$ cat src/rtl/fft_pkg.sv
// Shared types for the FFT result readout path: reader FSM states, skid FIFO entry and the
// RAM read latency the reader is built around.
package fft_pkg;

   localparam int unsigned READ_LATENCY = 1;
   // One slot per read still in flight in the RAM plus one for the beat being presented.
   localparam int unsigned SKID_DEPTH   = READ_LATENCY + 1;

   // Entry fields are sized for the widest supported frame; the reader zero/sign-extends into
   // them, so FFT_DW must stay <= ENTRY_DW and FFT_N <= ENTRY_IW.
   localparam int unsigned ENTRY_DW = 32;
   localparam int unsigned ENTRY_IW = 16;

   typedef enum logic [2:0] {
      StIdle,
      StRead,
      StDrain,
      StFin,
      StWaitClr
   } rd_state_e;

   typedef struct packed {
      logic signed [ENTRY_DW-1:0] re;
      logic signed [ENTRY_DW-1:0] im;
      logic        [ENTRY_IW-1:0] index;
      logic                       last;
   } fft_entry_t;

endpackage

$ cat src/rtl/fft_out_skid.sv
// Two-entry synchronous FIFO absorbing the RAM read latency in front of the output stream.
module fft_out_skid
   import fft_pkg::*;
(
   input  logic       clk,
   input  logic       rst_n,
   input  logic       push,
   input  fft_entry_t push_data,
   input  logic       pop,
   output fft_entry_t head,
   output logic [1:0] occ
);

   fft_entry_t mem_q [2];
   logic       wr_ptr_q;
   logic       rd_ptr_q;
   logic [1:0] occ_q;

   always_ff @(posedge clk or negedge rst_n) begin
      if (!rst_n) begin
         mem_q[0] <= '0;
         mem_q[1] <= '0;
         wr_ptr_q <= 1'b0;
         rd_ptr_q <= 1'b0;
         occ_q    <= 2'd0;
      end else begin
         if (push) begin
            mem_q[wr_ptr_q] <= push_data;
            wr_ptr_q        <= ~wr_ptr_q;
         end
         if (pop) begin
            rd_ptr_q <= ~rd_ptr_q;
         end
         occ_q <= occ_q + 2'(push) - 2'(pop);
      end
   end

   assign head = mem_q[rd_ptr_q];
   assign occ  = occ_q;

endmodule

$ cat src/rtl/fft_result_reader.sv
// Reads a finished FFT frame out of the core's result RAM and presents the bins as a
// valid/ready stream, then releases the core with a one-cycle fin pulse.
module fft_result_reader
   import fft_pkg::*;
#(
   parameter int unsigned FFT_LENGTH = 1024,
   parameter int unsigned FFT_DW     = 16,
   parameter int unsigned OUT_BINS   = FFT_LENGTH / 2,
   // Derived; not meant to be overridden.
   parameter int unsigned FFT_N      = $clog2(FFT_LENGTH)
) (
   input  logic                     clk,
   input  logic                     rst_n,
   input  logic                     en,
   input  logic                     done,
   input  logic signed [7:0]        bfpexp,
   output logic                     fin,
   output logic                     dmaact,
   output logic        [FFT_N-1:0]  dmaa,
   input  logic signed [FFT_DW-1:0] dmadr_real,
   input  logic signed [FFT_DW-1:0] dmadr_imag,
   output logic                     m_valid,
   input  logic                     m_ready,
   output logic signed [FFT_DW-1:0] m_real,
   output logic signed [FFT_DW-1:0] m_imag,
   output logic        [FFT_N-1:0]  m_index,
   output logic                     m_last,
   output logic signed [7:0]        m_bfpexp,
   output logic                     busy
);

   localparam logic [FFT_N-1:0] LAST_IDX = FFT_N'(OUT_BINS - 1);

   rd_state_e        state_q;
   logic [FFT_N-1:0] cnt_q;
   logic [FFT_N-1:0] addr_q;
   logic             inflight_q;
   logic [1:0]       occ;
   logic             pop;
   logic             issue;
   fft_entry_t       push_data;
   fft_entry_t       head;
   logic             unused_head;

   assign m_valid = (occ != 2'd0);
   assign pop     = m_valid & m_ready;

   // Only issue a read if its data is guaranteed a FIFO slot when it returns.
   assign issue = (state_q == StRead) &&
                  ((32'(occ) + 32'(inflight_q)) < (SKID_DEPTH + 32'(pop)));

   assign dmaact = issue;
   assign dmaa   = cnt_q;
   assign busy   = (state_q != StIdle);
   assign fin    = (state_q == StFin);

   always_comb begin
      push_data       = '0;
      push_data.re    = ENTRY_DW'(dmadr_real);
      push_data.im    = ENTRY_DW'(dmadr_imag);
      push_data.index = ENTRY_IW'(addr_q);
      push_data.last  = (addr_q == LAST_IDX);
   end

   fft_out_skid u_skid (
      .clk       (clk),
      .rst_n     (rst_n),
      .push      (inflight_q),
      .push_data (push_data),
      .pop       (pop),
      .head      (head),
      .occ       (occ)
   );

   assign m_real      = head.re[FFT_DW-1:0];
   assign m_imag      = head.im[FFT_DW-1:0];
   assign m_index     = head.index[FFT_N-1:0];
   assign m_last      = m_valid & head.last;
   assign unused_head = ^{head.re, head.im, head.index};

   always_ff @(posedge clk or negedge rst_n) begin
      if (!rst_n) begin
         state_q    <= StIdle;
         cnt_q      <= '0;
         addr_q     <= '0;
         inflight_q <= 1'b0;
         m_bfpexp   <= '0;
      end else begin
         inflight_q <= issue;
         if (issue) begin
            addr_q <= cnt_q;
         end
         unique case (state_q)
            StIdle: begin
               cnt_q <= '0;
               if (done && en) begin
                  m_bfpexp <= bfpexp;
                  state_q  <= StRead;
               end
            end
            StRead: begin
               // Counter parks on the last bin so it is never seen beyond OUT_BINS-1.
               if (issue) begin
                  if (cnt_q == LAST_IDX) begin
                     state_q <= StDrain;
                  end else begin
                     cnt_q <= cnt_q + FFT_N'(1);
                  end
               end
            end
            StDrain: begin
               if (pop && m_last) begin
                  state_q <= StFin;
               end
            end
            StFin: begin
               state_q <= StWaitClr;
            end
            StWaitClr: begin
               if (!done) begin
                  state_q <= StIdle;
               end
            end
            default: begin
               state_q <= StIdle;
            end
         endcase
      end
   end

endmodule
$ cat config.mk
export PLATFORM = sky130hd
export DESIGN_NAME = fft_result_reader
export DESIGN_NICKNAME = d
export VERILOG_FILES = /design/src/rtl/fft_pkg.sv /design/src/rtl/fft_out_skid.sv /design/src/rtl/fft_result_reader.sv
export SDC_FILE = /design/constraint.sdc
export NUM_CORES = 1
export LEC_CHECK = 0
export CAP_MARGIN = 20
export CORE_ASPECT_RATIO = 0.6
export CORE_MARGIN = 5
export CORE_UTILIZATION = 55
export DETAILED_ROUTE_END_ITERATION = 6
export PLACE_DENSITY = 0.85
export SYNTH_ARGS = -nofsm -noshare
export SYNTH_HDL_FRONTEND = slang
export SYNTH_SLANG_ARGS = --single-unit
export TNS_END_PERCENT = 30
$ cat constraint.sdc
create_clock -name clk -period 3.8 [get_ports clk]
set_input_delay 0.38 -clock clk [delete_from_list [all_inputs] [get_ports clk]]
set_output_delay 0.38 -clock clk [all_outputs]
set_load 0.05 [all_outputs]
==> results.py <==
metrics = {
    "logic_synthesis": {
        "synth_edf_count": 0,
        "synthAdderAreaFrac_pct": 1.16,
        "synthCells": 385,
        "synth_area_per_cell_um2": 14.1,
        "synth_top_cell_area_share_pct": 56.4,
        "synthMuxAreaShare_pct": 30.5,
        "ys_seq_area_share_pct": 56.4,
        "synth-simple-area-share_pct": 5.71,
        "syn_area_um2": 5410,
        "ys_ff_latch": 122,
        "synth_compound_area_share_pct": 3.54,
        "async_flop_share_pct": 100,
        "synth_top_family_by_area": "multiplexers",
        "yosysUniqueCellTypes": 47,
        "yosys-top-cells-area": "dfrtp_1 56%, mux2_2 30%, ha_1 1.2%",
        "yosysTopAreaCell": "dfrtp_1",
        "synth_fp_nets": 435,
        "yosysWarnings": 0,
        "synth-xor-area-share_pct": 0.648,
        "ys.flop_type": "dfrtp_1",
    },
    "timing": {
        "hold_viol": 0,
        "worst_pin_slew_ns": 0.836,
        "setup_tns_ns": 0,
        "rsz0062_at_grt": "false",
        "fmax_mhz": 320,
        "fin_crit_ns": 3.13,
        "fin_skew_ns": 0.00881,
        "min_period_over_period_pct": 82.3,
        "slew_headroom_pct": 44.2,
        "setup_viol": 0,
        "slew_violations": 0,
    },
    "die": {
        "die_h_um": 86.8,
        "io-pin-count": 110,
        "die_w_um": 138,
        "coreArea_um2": 9740,
        "start_util_pct": 55.5,
        "die_area_um2": 12000,
        "core.rowCount": 28,
    },
    "setup_path": {
        "start_kind": "register",
        "arrival_ns": 2.75,
        "end_kind": "output port",
        "path_class": "register to output port",
        "worstPathMaxFanout": 10,
        "cp.required_ns": 3.42,
    },
    "detailed_routing": {
        "wl_per_cell_um": 18.4,
        "drc": 0,
        "vias": 3536,
        "routed_via_density": 5.42,
        "drt_iter0_drc": 199,
        "drtAntennaViolNets": 0,
        "dr.pass1.iters": 4,
        "wl_um": 12000,
    },
    "grt": {
        "overflow": 0,
        "grt_pass1_vias": 3907,
        "grt_pass1_wl_um": 20200,
        "antenna_found_initial": 0,
        "grtUsageMet3_pct": 7.88,
        "grt_use_total_pct": 21.3,
        "grt_max_degree": 81,
        "use_met2_pct": 33.9,
        "top_usage_layer": "met2",
        "met1_usage_pct": 27.9,
    },
    "cts": {
        "clockBufferDepth": 2,
        "cts_tree": "done",
        "post_cts_resize_count": 0,
        "clockRootBuffer": "clkbuf_16",
        "insertion_delay_ns": 0.41,
        "htree_levels": 4,
        "postCtsHoldBufs": 0,
        "cts.sinks": 122,
        "cts_setup_buffers": 0,
        "path_clk_slew_ns": 0.05,
        "cts_buffers": 17,
    },
    "layout": {
        "stdcell_count": 652,
        "nets": 554,
        "final_cell_mix": "142 x mux2_2, 121 x dfrtp_1, 108 x clkdlybuf4s50_1, 17 x clkbuf_16, 12 x nand2_1",
        "layout_commonest_cell": "mux2_2",
        "area_delta_synth_final_pct": 34.6,
        "drive_gt1_share_pct": 36.8,
        "diodes": 0,
    },
    "power": {
        "peakVddDrop_v": 0.000357,
        "leakage_uw": 0.00338,
        "powerDensity_nw_per_um2": 547,
        "power_uw": 3990,
    },
    "placement": {
        "port_buffers": 109,
        "dp_cells": 617,
        "post-dp-hpwl_um": 8230,
        "gp_congestion": 0.825,
    },
    "min_path": {
        "min_path_type": "primary input to async pin",
    },
    "status": {
        "status": "completed",
    },
    "flow_run": {
        "max_cap_violations": 0,
    },
}
## through the flow
| step | hold slack [ns] | area [µm²] | utilization [%] | setup WS (ns) |
|---|---|---|---|---|
| after global routing | 0.337 | 7280 | 74.8 | 0.489 |
| after floorplan | 0.0844 | 5410 | - | 1.62 |
| after global placement | 0.460 | 6640 | 68.2 | 0.938 |
| final | 0.337 | 7280 | 74.8 | 0.672 |
| after detailed placement | 0.475 | 6640 | 68.2 | 0.864 |
| after CTS | 0.185 | 7230 | 74.2 | 0.639 |
## synthesized netlist by cell type, types with 2 or more instances
library cell / instances
nand3_1: 8
nand2_1: 13
clkbuf_1: 10
mux2_1: 2
nor2_1: 9
a21oi_1: 4
buf_2: 2
and2_1: 2
a31oi_1: 3
nand4_1: 6
nor2b_1: 3
dfrtp_1: 122
xnor2_1: 3
inv_1: 9
a41oi_1: 2
mux2i_1: 3
o21ai_0: 6
mux2_2: 142
ha_1: 5
buf_1: 4
## layer usage
metal	part of all wire (%)	routed length, µm
met5	0	0
met4	0.80	96
met3	6.4	763
met1	47	5580
met2	46	5550
## report_power, final
part	internal, µW	total (µW)	switching (µW)
Sequential	1340	1430	91.5
Clock	1030	1560	539
Combinational	412	996	584
## layout make-up
class | instances | area (µm²)
clock inverter | 9 | 95.1
tap | 135 | 169
multi-input combinational | 237 | 2260
fill | 631 | 2460
inverter | 9 | 33.8
sequential | 122 | 3050
clock buffer | 23 | 488
timing repair buffer | 117 | 1180
## critical path, cell delays in order (launching register included)
cell and delay (ns):
dfrtp_1 0.44, ha_1 0.23, ha_1 0.31, o21ai_4 0.13, and2b_1 0.24, nand2_1 0.08, inv_1 0.11, clkdlybuf4s50_1 0.81
## kinds of logic (layout without fill, tap and decap cells)
| group | Yosys count | after routing |
|---|---|---|
| adders and majority gates | 5 | 5 |
| buffers and inverters | 26 | 158 |
| DFF | 122 | 122 |
| and+or+nand+nor | 54 | 54 |
| AOI/OAI and AO/OA | 27 | 27 |
| muxes | 147 | 147 |
| xor gates and xnor gates | 4 | 4 |
## sequential cells by signal, summed over array words and instances (netlist names)
name and cells:
addr_q 10, inflight_q 1, u_skid.mem_q 86, u_skid.rd_ptr_q 1, state_q 3, u_skid.wr_ptr_q 1, u_skid.occ 2, m_bfpexp 8
dmaa 10
## worst paths after layout
check	startpoint	to	slack [ns]	depth (start not counted)
setup / recovery	inflight_q	dmaact	0.67	7
hold reg to reg	u_skid.mem_q[9]	u_skid.mem_q[9]	0.48	2
min in group clk	u_skid.mem_q[9]	u_skid.mem_q[9]	0.48	2
hold / removal	rst_n	m_bfpexp[6]	0.34	2
max in group asynchronous	rst_n	addr_q[3]	2.53	4
setup reg to reg	inflight_q	u_skid.mem_q[133]	1.71	3
Power figures use the tool's default switching activity.
